==> src/rtl/bash_cmd_endpoint.sv <==
// bash_cmd_endpoint
//   Executor-side end of the bash line protocol. It copies one typed line
//   from the terminal into a local buffer and presents it to the command
//   executor. Response bytes go back to the terminal through a byte FIFO.
//   The block then closes the command with the solved handshake, or it asks
//   the terminal for one more input line.
//
// Ports
//   clk, rst                  clock; asynchronous active-high reset
//   term_rx_ready/len/char    incoming line from the terminal (char 0 = end)
//   term_rx_next              1-cycle pulse: terminal advances to next byte
//   term_tx_ready/char        response byte offered to the terminal (0 = EOL)
//   term_tx_next              terminal consumed term_tx_char
//   term_solved(+_ack)        command finished, held until acknowledged
//   term_req_line(+_ack)      executor wants an input line, held until ack
//   cmd_valid/is_input/len    stored line presented to the executor
//   cmd_rd_addr/rd_data       combinational buffer read port
//   resp_push/char/full       executor side of the response FIFO
//   exec_done/exec_need_line  executor strobes, only meaningful in CMD
//   fsm_state                 current FSM state, for observation
//
// Handshake semantics: term_tx_char is transferred in the cycle in which
// term_tx_ready and term_tx_next are both 1. term_tx_next while
// term_tx_ready is 0 has no effect. resp_push is accepted when the FIFO is
// not full, or when a pop happens in the same cycle. Pushes are accepted
// only outside the IDLE and receive states.
module bash_cmd_endpoint #(
    parameter int BUF_LEN    = 128,
    parameter int FIFO_DEPTH = 16
) (
    input  logic        clk,
    input  logic        rst,
    input  logic        term_rx_ready,
    input  logic [12:0] term_rx_len,
    input  logic [7:0]  term_rx_char,
    output logic        term_rx_next,
    output logic        term_tx_ready,
    output logic [7:0]  term_tx_char,
    input  logic        term_tx_next,
    output logic        term_solved,
    input  logic        term_solved_ack,
    output logic        term_req_line,
    input  logic        term_req_ack,
    output logic        cmd_valid,
    output logic        cmd_is_input,
    output logic [7:0]  cmd_len,
    input  logic [6:0]  cmd_rd_addr,
    output logic [7:0]  cmd_rd_data,
    input  logic        resp_push,
    input  logic [7:0]  resp_char,
    output logic        resp_full,
    input  logic        exec_done,
    input  logic        exec_need_line,
    output logic [2:0]  fsm_state
);

    localparam int AW = $clog2(FIFO_DEPTH);
    localparam int BA = $clog2(BUF_LEN);
    localparam logic [12:0] BUF_LEN_W = 13'(BUF_LEN);
    localparam logic [7:0]  BUF_LEN_B = 8'(BUF_LEN);
    localparam logic [AW:0] FIFO_FULL = (AW+1)'(FIFO_DEPTH);

    localparam logic [2:0] S_IDLE      = 3'd0;
    localparam logic [2:0] S_RX_SAMPLE = 3'd1;
    localparam logic [2:0] S_RX_GAP    = 3'd2;
    localparam logic [2:0] S_CMD       = 3'd3;
    localparam logic [2:0] S_DRAIN     = 3'd4;
    localparam logic [2:0] S_SOLVE     = 3'd5;
    localparam logic [2:0] S_REQ       = 3'd6;

    logic [2:0]    state;
    logic [12:0]   rx_cnt;
    logic          rx_gap;      // 1 = first gap cycle, 0 = last gap cycle
    logic          done_flag;   // DRAIN exits to SOLVE (1) or REQ (0)
    logic [7:0]    buf_mem [BUF_LEN];

    logic [7:0]    fifo_mem [FIFO_DEPTH];
    logic [AW-1:0] wr_ptr;
    logic [AW-1:0] rd_ptr;
    logic [AW:0]   fifo_cnt;
    logic [1:0]    eol_gap;

    logic          rx_end;
    logic          rx_adv;
    logic          fifo_empty;
    logic          tx_active;
    logic          push_state;
    logic          push;
    logic          pop;
    logic [7:0]    head;

    // ---------------- receive path ----------------
    assign rx_end = (term_rx_char == 8'h00) || (rx_cnt == term_rx_len) || !term_rx_ready;
    assign rx_adv = (state == S_RX_SAMPLE) && !rx_end;
    assign term_rx_next = rx_adv;

    // Bytes past BUF_LEN are still consumed from the terminal. They are not stored.
    always_ff @(posedge clk) begin
        if (rx_adv && (rx_cnt < BUF_LEN_W)) begin
            buf_mem[rx_cnt[BA-1:0]] <= term_rx_char;
        end
    end

    assign cmd_len     = (rx_cnt >= BUF_LEN_W) ? BUF_LEN_B : rx_cnt[7:0];
    assign cmd_rd_data = ({1'b0, cmd_rd_addr} < cmd_len) ? buf_mem[cmd_rd_addr] : 8'h00;

    // ---------------- response FIFO ----------------
    assign fifo_empty    = (fifo_cnt == '0);
    assign resp_full     = (fifo_cnt == FIFO_FULL);
    assign tx_active     = (state == S_CMD) || (state == S_DRAIN);
    assign head          = fifo_mem[rd_ptr];
    assign term_tx_ready = tx_active && !fifo_empty && (eol_gap == 2'd0);
    assign term_tx_char  = term_tx_ready ? head : 8'h00;
    assign pop           = term_tx_ready && term_tx_next;
    assign push_state    = (state == S_CMD) || (state == S_DRAIN) ||
                           (state == S_SOLVE) || (state == S_REQ);
    // A pop in the same cycle frees a slot, so a full FIFO can still accept a push.
    assign push          = resp_push && push_state && (!resp_full || pop);

    always_ff @(posedge clk) begin
        if (push) begin
            fifo_mem[wr_ptr] <= resp_char;
        end
    end

    always_ff @(posedge clk or posedge rst) begin
        if (rst) begin
            wr_ptr   <= '0;
            rd_ptr   <= '0;
            fifo_cnt <= '0;
            eol_gap  <= 2'd0;
        end else begin
            if (push) begin
                wr_ptr <= wr_ptr + AW'(1);
            end
            if (pop) begin
                rd_ptr <= rd_ptr + AW'(1);
            end
            case ({push, pop})
                2'b10:   fifo_cnt <= fifo_cnt + (AW+1)'(1);
                2'b01:   fifo_cnt <= fifo_cnt - (AW+1)'(1);
                default: fifo_cnt <= fifo_cnt;
            endcase
            // After the terminal takes an end-of-line byte it needs two idle cycles.
            if (pop && (head == 8'h00)) begin
                eol_gap <= 2'd2;
            end else if (eol_gap != 2'd0) begin
                eol_gap <= eol_gap - 2'd1;
            end
        end
    end

    // ---------------- control FSM ----------------
    always_ff @(posedge clk or posedge rst) begin
        if (rst) begin
            state        <= S_IDLE;
            rx_cnt       <= 13'd0;
            rx_gap       <= 1'b0;
            done_flag    <= 1'b0;
            cmd_is_input <= 1'b0;
        end else begin
            case (state)
                S_IDLE: begin
                    if (term_rx_ready) begin
                        state  <= S_RX_SAMPLE;
                        rx_cnt <= 13'd0;
                    end
                end
                S_RX_SAMPLE: begin
                    if (rx_end) begin
                        state <= S_CMD;
                    end else begin
                        if (rx_cnt != 13'h1FFF) begin
                            rx_cnt <= rx_cnt + 13'd1;
                        end
                        rx_gap <= 1'b1;
                        state  <= S_RX_GAP;
                    end
                end
                S_RX_GAP: begin
                    // The terminal updates its byte index one cycle after the
                    // pulse. Two idle cycles make sure a fresh byte is sampled.
                    if (!rx_gap) begin
                        state <= S_RX_SAMPLE;
                    end else begin
                        rx_gap <= 1'b0;
                    end
                end
                S_CMD: begin
                    if (exec_done) begin
                        done_flag <= 1'b1;
                        state     <= S_DRAIN;
                    end else if (exec_need_line) begin
                        done_flag <= 1'b0;
                        state     <= S_DRAIN;
                    end
                end
                S_DRAIN: begin
                    if (fifo_empty && (eol_gap == 2'd0)) begin
                        state <= done_flag ? S_SOLVE : S_REQ;
                    end
                end
                S_SOLVE: begin
                    if (term_solved_ack) begin
                        cmd_is_input <= 1'b0;
                        state        <= S_IDLE;
                    end
                end
                S_REQ: begin
                    if (term_req_ack) begin
                        cmd_is_input <= 1'b1;
                        state        <= S_IDLE;
                    end
                end
                default: state <= S_IDLE;
            endcase
        end
    end

    assign cmd_valid     = (state == S_CMD);
    assign term_solved   = (state == S_SOLVE);
    assign term_req_line = (state == S_REQ);
    assign fsm_state     = state;

endmodule

==> config.mk <==
export PLATFORM = sky130hd
export DESIGN_NAME = bash_cmd_endpoint
export DESIGN_NICKNAME = d
export VERILOG_FILES = /design/src/rtl/bash_cmd_endpoint.sv
export SDC_FILE = /design/constraint.sdc
export NUM_CORES = 1
export LEC_CHECK = 0
export ABC_AREA = 0
export ABC_CLOCK_PERIOD_IN_PS = 10100
export CORE_UTILIZATION = 39
export CTS_CLUSTER_DIAMETER = 60
export DETAILED_ROUTE_END_ITERATION = 6
export PLACE_DENSITY_LB_ADDON = 0.3
export SLEW_MARGIN = 15
export SYNTH_ARGS = -nofsm -noshare
export SYNTH_HDL_FRONTEND = slang
export SYNTH_SLANG_ARGS = --single-unit
==> constraint.sdc <==
create_clock -name clk -period 10.1 [get_ports clk]
set_input_delay 2.02 -clock clk [delete_from_list [all_inputs] [get_ports clk]]
set_output_delay 2.02 -clock clk [all_outputs]
set_load 0.01 [all_outputs]
==> impl.org, run 1 <==
** Floorplanning
- From bottom edge to top edge, the die measures 349 um.
- In this run the core area contains 126 standard-cell rows.
- Core area :: 119000 um^2
- Initial core utilization :: 39.5%
- Pin placement for this block handled 79 I/O pins.
- The floorplan step defined a die boundary enclosing 122000 um^2.
- Die W :: 349 um

** Clock network
- Hold repair after CTS inserted 0 buffers.
- Buffer depth of the longest clock path :: 3
- TritonCTS clock tree :: yes
- Number of resized instances in the post-cts repair step :: 0
- The number of setup buffers added after CTS is 0.
- Sink count of the clock tree :: 1186
- Clock slew at the register clock pins of the worst setup and hold paths :: 0.06 ns
- TritonCTS Buffers :: 119
- CTS H-tree lvls :: 3
- Clk Tree Root Cell :: sky130_fd_sc_hd__clkbuf_16
- Clock latency at the later pin of the worst-skew pair :: 0.75 ns

** STA
- Max-slew violation count :: 0
- Headroom to the max-slew limit came out at 19.7%.
- In the finished design, the share of the clock period the worst path needs comes to 76.7%.
- Based on the critical path, the design can be clocked at up to 0.129 GHz.
- RSZ-0062 raised after global routing :: no
- Transition at the pin with the smallest max-transition slack :: 1.20 ns
- On the final layout, the worst clock skew is 0.0541 ns.
- Total negative setup slack :: 0 ns
- Time the worst path needs with I/O delays and setup :: 7.75 ns
- Worst hold slack :: 0.529 ns
- Final Setup Violations :: 0
- Count of endpoints failing hold in the final timing report :: 0

** Run
- Max-cap violations in this run came to 0.

** Synth
- Summed over its instances, the top area cell type makes up 73.8% of the synthesized netlist area.
- Among all cell types in the netlist, the one instantiated most often is sky130_fd_sc_hd__edfxtp_1.
- The share of the Yosys chip area taken by registers is 75.6%.
- Largest area contributor in the synthesized netlist :: sky130_fd_sc_hd__edfxtp_1
- Number of synthesized flops with an enable pin :: 1152
- Count of unique library cells instantiated by Yosys :: 53
- Averaged over all synthesized cells, the footprint is 21.7 um^2.
- Most numerous cell types in the synthesized netlist :: sky130_fd_sc_hd__edfxtp_1, sky130_fd_sc_hd__mux4_2, sky130_fd_sc_hd__nor2_1
- Counting flops with an async set or reset pin after synthesis yields a share of 2.87%.
- Cells taking the most area after synthesis :: sky130_fd_sc_hd__edfxtp_1, sky130_fd_sc_hd__mux4_2, sky130_fd_sc_hd__dfrtp_1
- Counting flops and latches in the post-synthesis netlist gives 1186.
- The cell area that synthesis handed to floorplanning was 46900 um^2.
- Ys Warns :: 0
- Number of nets produced by synthesis :: 2222
- Among all flip-flop cells after synthesis, the most frequent one is sky130_fd_sc_hd__edfxtp_1.
- Cells after synthesis :: 2159

** Critical path
- At the worst endpoint, the arrival time is 5.73 ns.
- Minimum setup slack among reg-to-reg paths :: 5.84 ns
- The worst register-to-register path ends at buf_mem[5][6]$_DFFE_PP_.
- STA classifies the critical path startpoint as a primary input.
- Depth of the worst register-to-register path :: 6
- Crit path capture type :: primary output
- Type of the setup path with the least slack :: in2out
- In this run the critical register-to-register path is launched from rx_cnt[9]$_DFFE_PP0P_.
- Of all nets on the critical path, the largest fanout is 72.
- Crit path required time :: 8.08 ns

** Power
- Per report_power, the sequential group accounts for 50.7% of the total.
- Of the total power, the share spent switching nets is 23.4%.
- Leakage power total :: 16.6 nW
- For this design the total switching power over the nets is 2.56 mW.
- The share of total power dissipated in combinational logic is 9.3%.
- The share of total power dissipated in the clock network is 40.0%.
- Cell-internal power :: 8.39 mW
- Power spread over the standard cell area amounts to 205 nW/um^2.
- Highest ir drop seen on vdd :: 0.000184 V

** Run status
- Status :: finished clean

** Layout
- Area grow syn2layout :: 13.9%
- The filler cells instantiated in the layout total 10000.
- In the final layout, the share of cells above drive strength 1 is 25.1%.
- # nets final :: 2345
- Finished Cell Area :: 53400 um^2

** Min path
- Worst Hold Path Cells :: 2
- Class of the worst hold path :: reg2reg
- Startpoint of the lowest-slack hold path :: eol_gap[1]$_DFFE_PP0P_
- Hold Crit Endpoint :: eol_gap[1]$_DFFE_PP0P_

** Global routing
- Pin count of the biggest net entering global routing :: 97
- Global-route congestion overflow total :: 0
- The first global-routing pass estimated 160 mm of wire.
- Antenna violations before repair :: 3
- The via count of the first global-routing pass came to 23100.
- Total routing usage reported by global routing :: 18.1%

** Route
- The first detailed-routing pass ran for 7 iterations.
- Average detailed-routed wire length per instance :: 27.3 um
- The first routing iteration left 2120 violations.
- Average vias per placed instance :: 5.50
- Remaining number of nets flagged by the antenna check after routing :: 0
- DRC Markers :: 0
- Final Routed Wirelength :: 109 mm
- Vias after detailed routing :: 21900

** Placed design
- DPL Wire Length :: 65.8 mm
- Buffers placed on the I/O ports in this run total 78.
- Total placed instance area :: 49500 um^2
- Routability cong. :: 0.770
## area by class of cell
| class | instances | area [um^2] | area share, % |
|---|---|---|---|
| well taps | 1600 | 2000 | 3.75 |
| flip-flops and latches | 1186 | 35400 | 66.4 |
| clock buffers | 149 | 3100 | 5.81 |
| multi-input cells | 833 | 10800 | 20.3 |
| clock inverters | 76 | 818 | 1.53 |
| inverters | 27 | 101 | 0.190 |
| repair buffers | 115 | 1090 | 2.04 |
| diodes | 1 | 2.50 | 0.00469 |
## per-stage QoR
stage | total power [mW] | setup WS, ns | utilization, % | std cells
floorplan | 6.27 | 3.88 | - | 2159
global placement | 6.65 | 2.24 | 41.7 | 3761
detailed placement | 6.68 | 2.26 | 41.7 | 3761
CTS | 11.0 | 2.26 | 45.0 | 3986
global route | 11.3 | 2.03 | 45.0 | 3987
finish | 11.0 | 2.35 | 45.0 | 3987
## cell families after synthesis
group | share of synthesized area [%]
DFF | 75.6
muxes | 17.8
and+or+nand+nor | 2.85
buffers and inverters | 1.30
AOI/OAI and AO/OA | 1.36
xor gates and xnor gates | 0.523
adders and majority gates | 0.497
## worst max-delay path, stage by stage
cell and delay [ns]:
sky130_fd_sc_hd__buf_8 0.62, sky130_fd_sc_hd__buf_4 0.63, sky130_fd_sc_hd__mux4_2 0.59, sky130_fd_sc_hd__mux4_2 0.51
sky130_fd_sc_hd__mux2i_1 0.38, sky130_fd_sc_hd__o21ai_1 0.12, sky130_fd_sc_hd__a22o_1 0.30, sky130_fd_sc_hd__clkdlybuf4s50_1 0.50
## power by group through the flow
stage / registers (mW) / clock network, mW / logic [mW]
after floorplan: 5.61 / 0 / 0.657
after global placement: 5.65 / 0 / 1.00
after detailed placement: 5.66 / 0 / 1.03
after CTS: 5.55 / 4.46 / 1.03
after global routing: 5.56 / 4.62 / 1.10
final: 5.55 / 4.39 / 1.01
## sequential cells by signal, indices dropped and copies added, names as in the netlist, 2 cells and up
register / count
fsm_state: 3
rd_ptr: 4
buf_mem: 1024
fifo_cnt: 5
wr_ptr: 4
rx_cnt: 13
eol_gap: 2
fifo_mem: 128
## worst max-delay path by stage
stage | from | endpoint | slack [ns] | depth (start not counted)
6_report | cmd_rd_addr[0] | cmd_rd_data[5] | 2.35 | 8
2_1_floorplan | cmd_rd_addr[0] | cmd_rd_data[5] | 3.88 | 8
4_1_cts | cmd_rd_addr[0] | cmd_rd_data[5] | 2.26 | 8
3_5_place_dp | cmd_rd_addr[0] | cmd_rd_data[5] | 2.26 | 8
5_1_grt | cmd_rd_addr[0] | cmd_rd_data[5] | 2.03 | 8
3_3_place_gp | cmd_rd_addr[0] | cmd_rd_data[5] | 2.24 | 8
## placed cells by master, fill, tap and decap left out, drive strengths merged, types with 2 or more instances in the layout
| master | instances |
|---|---|
| edfxtp | 1152 |
| mux4 | 352 |
| nor2 | 160 |
| clkbuf | 149 |
| clkdlybuf4s50 | 65 |
| nand2 | 56 |
| buf | 50 |
| clkinv | 49 |
| dfrtp | 34 |
| o21ai | 34 |
| inv | 34 |
| and2 | 23 |
| mux2i | 22 |
| a22o | 20 |
| mux2 | 19 |
| ha | 17 |
| a21oi | 14 |
| xor2 | 14 |
| xnor2 | 14 |
| bufinv | 11 |
| nand3 | 11 |
| nand4 | 10 |
| clkinvlp | 9 |
| nor2b | 8 |
| nor3 | 7 |
| or3 | 5 |
| or4 | 4 |
| a21o | 4 |
| a221oi | 4 |
| nor4 | 4 |
| and4 | 3 |
| and3 | 3 |
| o211ai | 3 |
| o21a | 3 |
| a31oi | 3 |
| o22a | 2 |
## routing by layer
layer  vias to the layer above  part of all wire, %  track usage [%]
li1                       9246                    -                -
met1                     11700                   42             24.7
met2                       770                   48             28.9
met3                       171                  7.3             4.28
met4                         2                  2.8             5.57
met5                         -                0.016                0
No activity file was read; power rests on OpenSTA's default activity.
==> run 2: changes to the inputs <==
ABC_CLOCK_PERIOD_IN_PS = 7500   (was 10100)
clock period = 7.5 ns   (was 10.1 ns; I/O delays follow)
==> impl.org, run 2 (synthesis results as in run 1) <==
** Clock network
- Cts hold-fix bufs :: 0 (unchanged)
- The maximum buffer depth of the clock tree is 3 (unchanged).
- Sink count of the clock tree :: 1186 (unchanged)
- Clock slew at the register clock pins of the worst setup and hold paths :: 0.07 ns (was 0.06 ns)
- Clk Tree Root Cell :: sky130_fd_sc_hd__clkbuf_16 (unchanged)
- The H-tree depth was 3 (unchanged).
- TritonCTS clock tree :: yes (unchanged)
- The count of cells resized by post-cts repair was 0 (unchanged).
- The total clock buffers created by CTS is 121 (was 119).
- Post-CTS repair timing setup buffer count :: 0 (unchanged)
- The clock insertion delay at the later pin of the skew report was 0.75 ns (about the same).

** Layout
- The total number of nets in the final design is 2368 (was 2345).
- Share of final-layout standard cells stronger than drive strength 1 :: 26.4% (was 25.1%)
- The number of diodes added for antenna fixing is 0 (was 1).
- Leading cell types in the layout, fill and taps excluded: sky130_fd_sc_hd__edfxtp_1, sky130_fd_sc_hd__mux4_2, sky130_fd_sc_hd__nor2_1 (unchanged).
- Leading cell type in the layout, fill and taps excluded :: sky130_fd_sc_hd__edfxtp_1 (unchanged)
- Cell Count, Final, Fillers Out :: 4010 (was 3987)
- Fraction of the core area covered by cells at the end of the flow :: 45.6% (was 45.0%)
- Max reg flops :: 1024 (unchanged)
- Area grow syn2layout :: 15.3% (was 13.9%)

** Critical path
- The depth of the worst register-to-register path came to 7 (was 6).
- The biggest fanout along the worst timing path was 9 (was 72).
- The maximum single-stage delay on the critical path was 0.54 ns (was 0.63 ns).
- The nature of the critical path endpoint is a primary output (unchanged).
- Crit path max-delay cell type :: sky130_fd_sc_hd__or4_1 (was sky130_fd_sc_hd__buf_4)
- The slack of the worst reg-to-reg path came to 3.81 ns (was 5.84 ns).
- The launching instance or port of the critical path is rx_cnt[10]$_DFFE_PP0P_ (was cmd_rd_addr[0]).
- Kind of launch point of the worst setup path :: flip-flop (was primary input)
- The classification of the worst setup path is reg2out (was in2out).
- The signal arrival time at the worst endpoint was 5.04 ns (was 5.73 ns).
- Worst reg2reg startpoint :: rx_cnt[10]$_DFFE_PP0P_ (was rx_cnt[9]$_DFFE_PP0P_)
- CP cell instances :: or4_1, nor3_2, nand2_1, ha_1, a21o_1, a21o_1, a21oi_1, a21oi_1, nor2_1, a22o_1, clkdlybuf4s50_1 (was buf_8, buf_4, mux4_2, mux4_2, mux2i_1, o21ai_1, a22o_1, clkdlybuf4s50_1)
- The critical path required time came to 6.00 ns (was 8.08 ns).
- The endpoint of the lowest-slack register-to-register path is buf_mem[86][7]$_DFFE_PP_ (was buf_mem[5][6]$_DFFE_PP_).

** STA
- The pin slew with the least headroom to its limit is 1.12 ns (was 1.20 ns).
- RSZ-0062 raised after global routing: no (unchanged).
- Worst max-slew margin expressed relative to the limit :: 25.1% (was 19.7%)
- In the finished design, the share of the clock period the worst path needs comes to 87.2%.
- Max-slew violation count :: 0 (unchanged)
- The worst hold margin was 0.532 ns (was 0.529 ns).
- Clock skew after layout :: 0.0776 ns (was 0.0541 ns)
- Count of endpoints failing hold in the final timing report :: 0 (unchanged)
- The final setup violation count was 0 (unchanged).
- The final total negative setup slack came to 0 ns (unchanged).
- The smallest clock period supported by the final layout is computed as 6.54 ns.
- Timing would allow up to 0.153 GHz.

** Route
- DRC Markers :: 0 (unchanged)
- Average vias per placed instance :: 5.54 (was 5.50)
- Remaining number of nets flagged by the antenna check after routing :: 0 (unchanged)
- The number of search-and-repair iterations in the first detailed-routing pass was 5 (was 7).
- Final Routed Wirelength :: 110 mm (was 109 mm)
- Average detailed-routed wire length per instance :: 27.5 um (was 27.3 um)
- The number of vias in the routed layout is 22200 (was 21900).
- DRC marker count from the first detailed-route iteration :: 2318 (was 2120)

** Global routing
- The wire length of the first global-routing pass was 162 mm (was 160 mm).
- Antenna violations before repair :: 1 (was 3)
- Vias in the first global route :: 22800 (was 23100)
- Total routing usage reported by global routing :: 18.4% (was 18.1%)
- The total congestion overflow was 0 (unchanged).
- Pin count of the biggest net entering global routing :: 90 (was 97)

** Floorplanning
- The vertical die dimension is 349 um (unchanged).
- Initial core utilization :: 39.5% (unchanged)
- The standard cell core area came to 119000 um^2 (unchanged).
- The die outline area came to 122000 um^2 (unchanged).
- IO Pins :: 79 (unchanged)
- The cell row count came to 126 (unchanged).
- The die extent in x is 349 um (unchanged).

** Power
- The maximum vdd drop is 0.000213 V (was 0.000184 V).
- Leakage power total :: 16.9 nW (was 16.6 nW)
- Pwr Density :: 283 nW/um^2 (was 205 nW/um^2)

** Run
- The max capacitance violation total is 0 (unchanged).

** Placed design
- The number of cells in the design after placement came to 3782 (was 3761).
- DPL Wire Length :: 68.4 mm (was 65.8 mm)
- Routability cong. :: 0.795 (was 0.770)
- Total of buffers placed on input and output ports :: 78 (unchanged)

** Run status
- Status: finished clean (unchanged).

** Min path
- The startpoint of the lowest-slack hold path is fifo_cnt[0]$_DFFE_PP0P_ (was eol_gap[1]$_DFFE_PP0P_).
- The cell depth of the worst min-delay path came to 1 (was 2).
- Hold Crit Endpoint :: fifo_cnt[0]$_DFFE_PP0P_ (was eol_gap[1]$_DFFE_PP0P_)
- The class of the tightest hold or removal check is reg2reg (unchanged).
run 2: cell count changes in the layout (fill, tap and decap cells not counted), moves of 3 or more:
cell                         delta
sky130_fd_sc_hd__buf_4         +15
sky130_fd_sc_hd__buf_12         +6
sky130_fd_sc_hd__clkinvlp_4     -3
sky130_fd_sc_hd__clkbuf_16      +8
sky130_fd_sc_hd__clkinv_1       -7
sky130_fd_sc_hd__bufinv_16      +8
sky130_fd_sc_hd__clkbuf_1       -6
run 2: worst max path at each step:
stage / end / slack [ns] / depth (start not counted)
floorplan: cmd_rd_data[5] / 2.32 / 8
CTS: cmd_rd_data[6] / 0.93 / 11
finish: cmd_rd_data[3] / 0.96 / 11
detailed placement: cmd_rd_data[2] / 1.07 / 9
global route: cmd_rd_data[3] / 0.78 / 11
global placement: cmd_rd_data[2] / 1.09 / 9
run 2: per-stage QoR:
step / total power [mW] / cell area [um^2] / worst slack, ns
global route: 15.8 / 54000 / 0.785
global placement: 9.00 / 49700 / 1.09
CTS: 15.4 / 54000 / 0.934
floorplan: 8.44 / 46900 / 2.32
detailed placement: 9.04 / 49700 / 1.07
finish: 15.3 / 54000 / 0.957
run 2: power breakdown:
group	switching (mW)	leakage, nW	internal, mW
clock network	2.59	2.08	3.80
registers	0.144	10.8	7.37
logic	0.765	4.04	0.605
total	3.50	16.9	11.8
run 2: area by class of cell:
| cell class | count | area (um^2) |
|---|---|---|
| Fill cell | 9845 | 64500 |
| Multi-Input combinational cell | 833 | 10800 |
| Timing Repair Buffer | 136 | 1320 |
| Tap cell | 1600 | 2000 |
| Sequential cell | 1186 | 35400 |
| Inverter | 27 | 101 |
| Clock inverter | 75 | 1020 |
| Clock buffer | 153 | 3310 |
run 2: routing by layer:
metal	up-vias	global-route usage (%)	part of all wire [%]
li1	9312	-	-
met1	12000	26.5	43
met2	796	28.9	48
met3	140	3.26	7.1
met4	0	4.71	2.0
met5	-	0	0
run 2: critical path: cells and delay by family (launching register included):
family | cells | cell delay [ns]
AOI/OAI and AO/OA | 5 | 1.05
adders and majority gates | 1 | 0.40
buffers and inverters | 1 | 0.54
DFF | 1 | 0.44
and+or+nand+nor | 4 | 1.84
